### src/rtl/counter_nbit_updown_if.sv
// Control and status bundle for counter_nbit_updown: the master drives the
// control strobes, and the slave returns the count and its flags.
interface counter_nbit_updown_if #(
  parameter int WIDTH = 8
);
  logic             clr;
  logic             load;
  logic [WIDTH-1:0] load_val;
  logic             en;
  logic             up;
  logic [WIDTH-1:0] cnt;
  logic             tc;
  logic             wrap;
  logic             ovf;

  modport master (
    output clr, load, load_val, en, up,
    input  cnt, tc, wrap, ovf
  );

  modport slave (
    input  clr, load, load_val, en, up,
    output cnt, tc, wrap, ovf
  );
endinterface

### src/rtl/counter_nbit_updown.sv
// WIDTH-bit up/down counter with a programmable modulus and a choice of wrap or
// saturate at the range ends. It flags terminal count, a wrap pulse and a sticky overflow.
module counter_nbit_updown #(
  parameter int              WIDTH    = 8,
  parameter longint unsigned MODULUS  = 64'd1 << WIDTH,
  parameter bit              SATURATE = 1'b0
) (
  input  logic                clk,
  input  logic                res,
  counter_nbit_updown_if.slave bus
);
  localparam logic [WIDTH-1:0] MAX_C = WIDTH'(MODULUS - 64'd1);

  logic [WIDTH-1:0] cnt_q, cnt_d;
  logic             wrap_q, wrap_d;
  logic             ovf_q, ovf_d;
  logic [WIDTH-1:0] inc_s, dec_s;
  logic             at_max_s, at_zero_s, load_oor_s;

  assign at_max_s   = (cnt_q == MAX_C);
  assign at_zero_s  = (cnt_q == {WIDTH{1'b0}});
  assign load_oor_s = (64'(bus.load_val) >= MODULUS);

  // Ripple half-adder (carry) and half-subtractor (borrow) chains, one stage per bit
  always_comb begin
    logic carry_v;
    logic borrow_v;
    carry_v  = 1'b1;
    borrow_v = 1'b1;
    inc_s    = {WIDTH{1'b0}};
    dec_s    = {WIDTH{1'b0}};
    for (int i = 0; i < WIDTH; i++) begin
      inc_s[i] = cnt_q[i] ^ carry_v;
      dec_s[i] = cnt_q[i] ^ borrow_v;
      carry_v  = cnt_q[i] & carry_v;
      borrow_v = ~cnt_q[i] & borrow_v;
    end
  end

  // Next-state selection in priority order: clear, load, count
  always_comb begin
    cnt_d  = cnt_q;
    wrap_d = 1'b0;
    ovf_d  = ovf_q;
    if (bus.clr) begin
      cnt_d = {WIDTH{1'b0}};
      ovf_d = 1'b0;
    end else if (bus.load) begin
      if (load_oor_s) begin
        cnt_d = MAX_C;
        ovf_d = 1'b1;
      end else begin
        cnt_d = bus.load_val;
      end
    end else if (bus.en) begin
      case (bus.up)
        1'b1: begin
          if (at_max_s) begin
            ovf_d = 1'b1;
            if (SATURATE) begin
              cnt_d = cnt_q;
            end else begin
              cnt_d  = {WIDTH{1'b0}};
              wrap_d = 1'b1;
            end
          end else begin
            cnt_d = inc_s;
          end
        end
        1'b0: begin
          if (at_zero_s) begin
            ovf_d = 1'b1;
            if (SATURATE) begin
              cnt_d = cnt_q;
            end else begin
              cnt_d  = MAX_C;
              wrap_d = 1'b1;
            end
          end else begin
            cnt_d = dec_s;
          end
        end
        default: begin
          cnt_d = cnt_q;
        end
      endcase
    end else begin
      cnt_d = cnt_q;
    end
  end

  // State registers with synchronous reset
  always_ff @(posedge clk) begin
    if (res) begin
      cnt_q  <= {WIDTH{1'b0}};
      wrap_q <= 1'b0;
      ovf_q  <= 1'b0;
    end else begin
      cnt_q  <= cnt_d;
      wrap_q <= wrap_d;
      ovf_q  <= ovf_d;
    end
  end

  assign bus.cnt  = cnt_q;
  assign bus.wrap = wrap_q;
  assign bus.ovf  = ovf_q;
  assign bus.tc   = bus.en & ((bus.up & at_max_s) | (~bus.up & at_zero_s));
endmodule

### src/flat_wrapper.sv
// flat-port wrapper written by rule: the top's interface ports become plain ports
module counter_nbit_updown_flat 
#(
  parameter int              WIDTH    = 8,
  parameter longint unsigned MODULUS  = 64'd1 << WIDTH,
  parameter bit              SATURATE = 1'b0
)
  (clk, res, bus_clr, bus_load, bus_load_val, bus_en, bus_up, bus_cnt, bus_tc, bus_wrap, bus_ovf);
  counter_nbit_updown_if #(.WIDTH(WIDTH)) bus_i ();
  input  logic clk;
  input  logic res;
  input wire logic [$bits(bus_i.clr)-1:0] bus_clr;
  input wire logic [$bits(bus_i.load)-1:0] bus_load;
  input wire logic [$bits(bus_i.load_val)-1:0] bus_load_val;
  input wire logic [$bits(bus_i.en)-1:0] bus_en;
  input wire logic [$bits(bus_i.up)-1:0] bus_up;
  output wire logic [$bits(bus_i.cnt)-1:0] bus_cnt;
  output wire logic [$bits(bus_i.tc)-1:0] bus_tc;
  output wire logic [$bits(bus_i.wrap)-1:0] bus_wrap;
  output wire logic [$bits(bus_i.ovf)-1:0] bus_ovf;
  assign bus_i.clr = bus_clr;
  assign bus_i.load = bus_load;
  assign bus_i.load_val = bus_load_val;
  assign bus_i.en = bus_en;
  assign bus_i.up = bus_up;
  assign bus_cnt = bus_i.cnt;
  assign bus_tc = bus_i.tc;
  assign bus_wrap = bus_i.wrap;
  assign bus_ovf = bus_i.ovf;
  counter_nbit_updown #(.WIDTH(WIDTH), .MODULUS(MODULUS), .SATURATE(SATURATE)) u_core (.clk(clk), .res(res), .bus(bus_i));
endmodule
### config.mk
export PLATFORM = sky130hd
export DESIGN_NAME = counter_nbit_updown_flat
export DESIGN_NICKNAME = d
export VERILOG_FILES = /design/src/rtl/counter_nbit_updown_if.sv /design/src/rtl/counter_nbit_updown.sv /design/src/flat_wrapper.sv
export SDC_FILE = /design/constraint.sdc
export NUM_CORES = 1
export LEC_CHECK = 0
export ABC_CLOCK_PERIOD_IN_PS = 2750
export CAP_MARGIN = 10
export CORE_MARGIN = 1
export CORE_UTILIZATION = 45
export DETAILED_ROUTE_END_ITERATION = 12
export GPL_TIMING_DRIVEN = 1
export PLACE_DENSITY = 0.8
export SYNTH_ARGS = -nofsm -noshare
export SYNTH_HDL_FRONTEND = slang
export SYNTH_SLANG_ARGS = --single-unit
### constraint.sdc
create_clock -name clk -period 2.75 [get_ports clk]
set_input_delay 0.4125 -clock clk [delete_from_list [all_inputs] [get_ports clk]]
set_output_delay 0.4125 -clock clk [all_outputs]
set_load 0.01 [all_outputs]
==> flow_summary.toml <==
[run_status]
outcome = "finished, violations left"
failed_checks = "design-rule violations"

[floorplanning]
coreArea_um2 = 1559
rows = 14
fp.dieArea_um2 = 1894
ios = 25
start_util = 0.4976
dieWidth_um = 43.52
dieHeight_um = 43.52

[detailed_routing]
wl_um = 1977
routed_via_density = 5.800
avgRoutedWirePerCell_um = 14.64
drt_iter0_markers = 43
first_pass_iters = 9
routed.top_layer = "met4"
final_antenna_net_count = 0
drcViolationCount = 4
met1_length_um = 883
vias = 783
met2_length_um = 965
dr_wl_met3_um = 118

[timing]
setup_tns_ps = 0
worst_pin_slew_ps = 380.9
skew_ps = 6.583
rsz0062_at_grt = "no"
fin_ws_ps = 475.7
finalHoldViolations = 0
min_period_ps = 2274
relSlewSlack = 0.7425
fmax_ghz = 0.4397
setup_violations = 0
post-route-period-util = 0.8270
report.final.slew_viol_count = 0

[logic_synthesis]
synth_cells = 92
synth_edf_count = 0
synthSimpleGateAreaFrac = 0.1742
synthTopCellsByCount = "12 x ha_1, 12 x inv_1, 10 x dfxtp_1, 7 x a21oi_1, 7 x nand2_1"
syn_area_per_cell_um2 = 8.432
syn-cell-area_um2 = 775.7
synth_ff_type = "dfxtp_1"
yosys.area.top_type = "dfxtp_1"
ys_ff_latch = 10
ys_top_cells_by_area = "dfxtp_1 26%, ha_1 19%, mux2i_1 6.5%"
yosysSeqAreaShare = 0.2581
yosysUniqueCellTypes = 33
syn_nets = 118
synth_mux_area_frac = 0.06452
yosysTopAreaCellShare = 0.2581
synth_warnings = 0
synth_compound_area_frac = 0.2258
async_flop_share = 0
yosys.area_share.adder = 0.1935
synth-xor-area-share = 0.01129
synth_top_family_by_area = "compound AO/OA/AOI/OAI gates"

[global_route]
track_usage = 0.2418
antenna_found_initial = 0
grt_max_degree = 14
grt_pass1_vias = 738
grt.overflow.total = 0
grt_first_pass_wirelength_um = 3305

[clocking]
hold_buffers = 0
cts_root_buffer = "clkbuf_4"
clkTransAtPathRegs_ps = 80
cts_buffers = 3
post_cts_buffers = 0
insertion_delay_ps = 270
clock-sinks = 10
htreeDepth = 1
cts_buffer_depth = 2
post_cts_resized = 0
cts_tree = "built"

[worst_setup_path]
path_class = "reg -> out"
path_cells = "inv_1 -> ha_1 -> or4b_4 -> nand4b_1 -> a21oi_1 -> dlymetal6s2s_1"
start_kind = "flop"
cp.required_ps = 2340
arrival_ps = 1860
worstSetupEndpointType = "output pin"
slowest_delay_ps = 480
crit_slowest_cell = "or4b_4"
worstPathMaxFanout = 4

[worst_hold_path]
worst_hold_path_type = "reg -> reg"

[placement]
dp_hpwl_um = 1528
io_buffers = 24
place.gp.congestion = 0.8742
dp_cells = 131
pre_cts_slack_ps = 365.1

[cells_and_area]
layoutNonFillerInstCount = 135
seq_area_um2 = 200.2
nets = 146
fillers = 140
multi_input_area_um2 = 519.2
num_antenna_cells = 0
area_delta_synth_final_pct = 39.03
drive_above_1_share = 0.09244

[pwr]
power_uw = 419.8
peakVddDrop_mv = 0.2386
powerDensity_nw_per_um2 = 389.2
p_leak_nw = 0.4791

[run]
cap_viol_max_count = 0
-- sequential cells by signal, indices dropped and copies added, names as in the netlist --
| signal | cells |
|---|---|
| u_core.bus.wrap | 1 |
| u_core.bus.cnt | 8 |
| u_core.bus.ovf | 1 |
-- per-layer routing --
layer / vias to the layer above / GRT usage
met5: - / 0
met4: 0 / 0.09375
met3: 2 / 0.03750
met2: 36 / 0.3939
met1: 353 / 0.3213
li1: 392 / -
-- layout by cell type, fill, tap and decap left out, types with 3 or more instances in the layout --
cell and n:
clkbuf_4 3, mux2i_1 5, clkdlybuf4s50_1 23, a21oi_1 7
nand2_1 7, ha_1 12, o22ai_1 4, inv_1 12
dfxtp_1 10, a31oi_1 6
-- worst max-delay path: cells and delay by family, from the launching register on --
kind                       cells  cell delay [ps]
DFF                            1              340
AOI/OAI and AO/OA              1              140
buffers and inverters          2              260
and+or+nand+nor                2              690
adders and majority gates      1              160
-- area by class of cell --
type | instances | area share
flip-flops and latches | 10 | 0.1856
repair buffers | 26 | 0.2390
multi-input cells | 67 | 0.4814
clock buffers | 4 | 0.03364
inverters | 12 | 0.04176
well taps | 16 | 0.01856
-- kinds of logic (layout without fill, tap and decap cells) --
logic type                 after synthesis  in the layout
AOI/OAI and AO/OA                       27             27
xor gates and xnor gates                 1              1
adders and majority gates               12             12
buffers and inverters                   15             42
DFF                                     10             10
muxes                                    5              5
and+or+nand+nor                         22             22
-- per-stage QoR --
step	area (um2)	hold WS, ps	util
global route	1079	471.7	0.6918
floorplan	775.7	469.6	-
detailed placement	1040	444.2	0.6669
CTS	1076	454.8	0.6902
finish	1079	453.2	0.6918
global placement	1040	436.9	0.6669
-- power breakdown --
part	internal [mW]	switching (mW)
clock	0.0805	0.0575
combinational	0.0676	0.0536
sequential	0.151	0.00915
total	0.299	0.120
-- worst paths after layout --
kind | from | endpoint | slack, ps | depth (start not counted)
worst min register to register | u_core.bus.ovf | u_core.bus.ovf | 450 | 2
worst max-delay path | u_core.bus.cnt[0] | bus_tc | 480 | 6
worst min-delay path | u_core.bus.ovf | u_core.bus.ovf | 450 | 2
worst max register to register | u_core.bus.cnt[0] | u_core.bus.cnt[7] | 560 | 10
(Power assumes the default switching activity.)
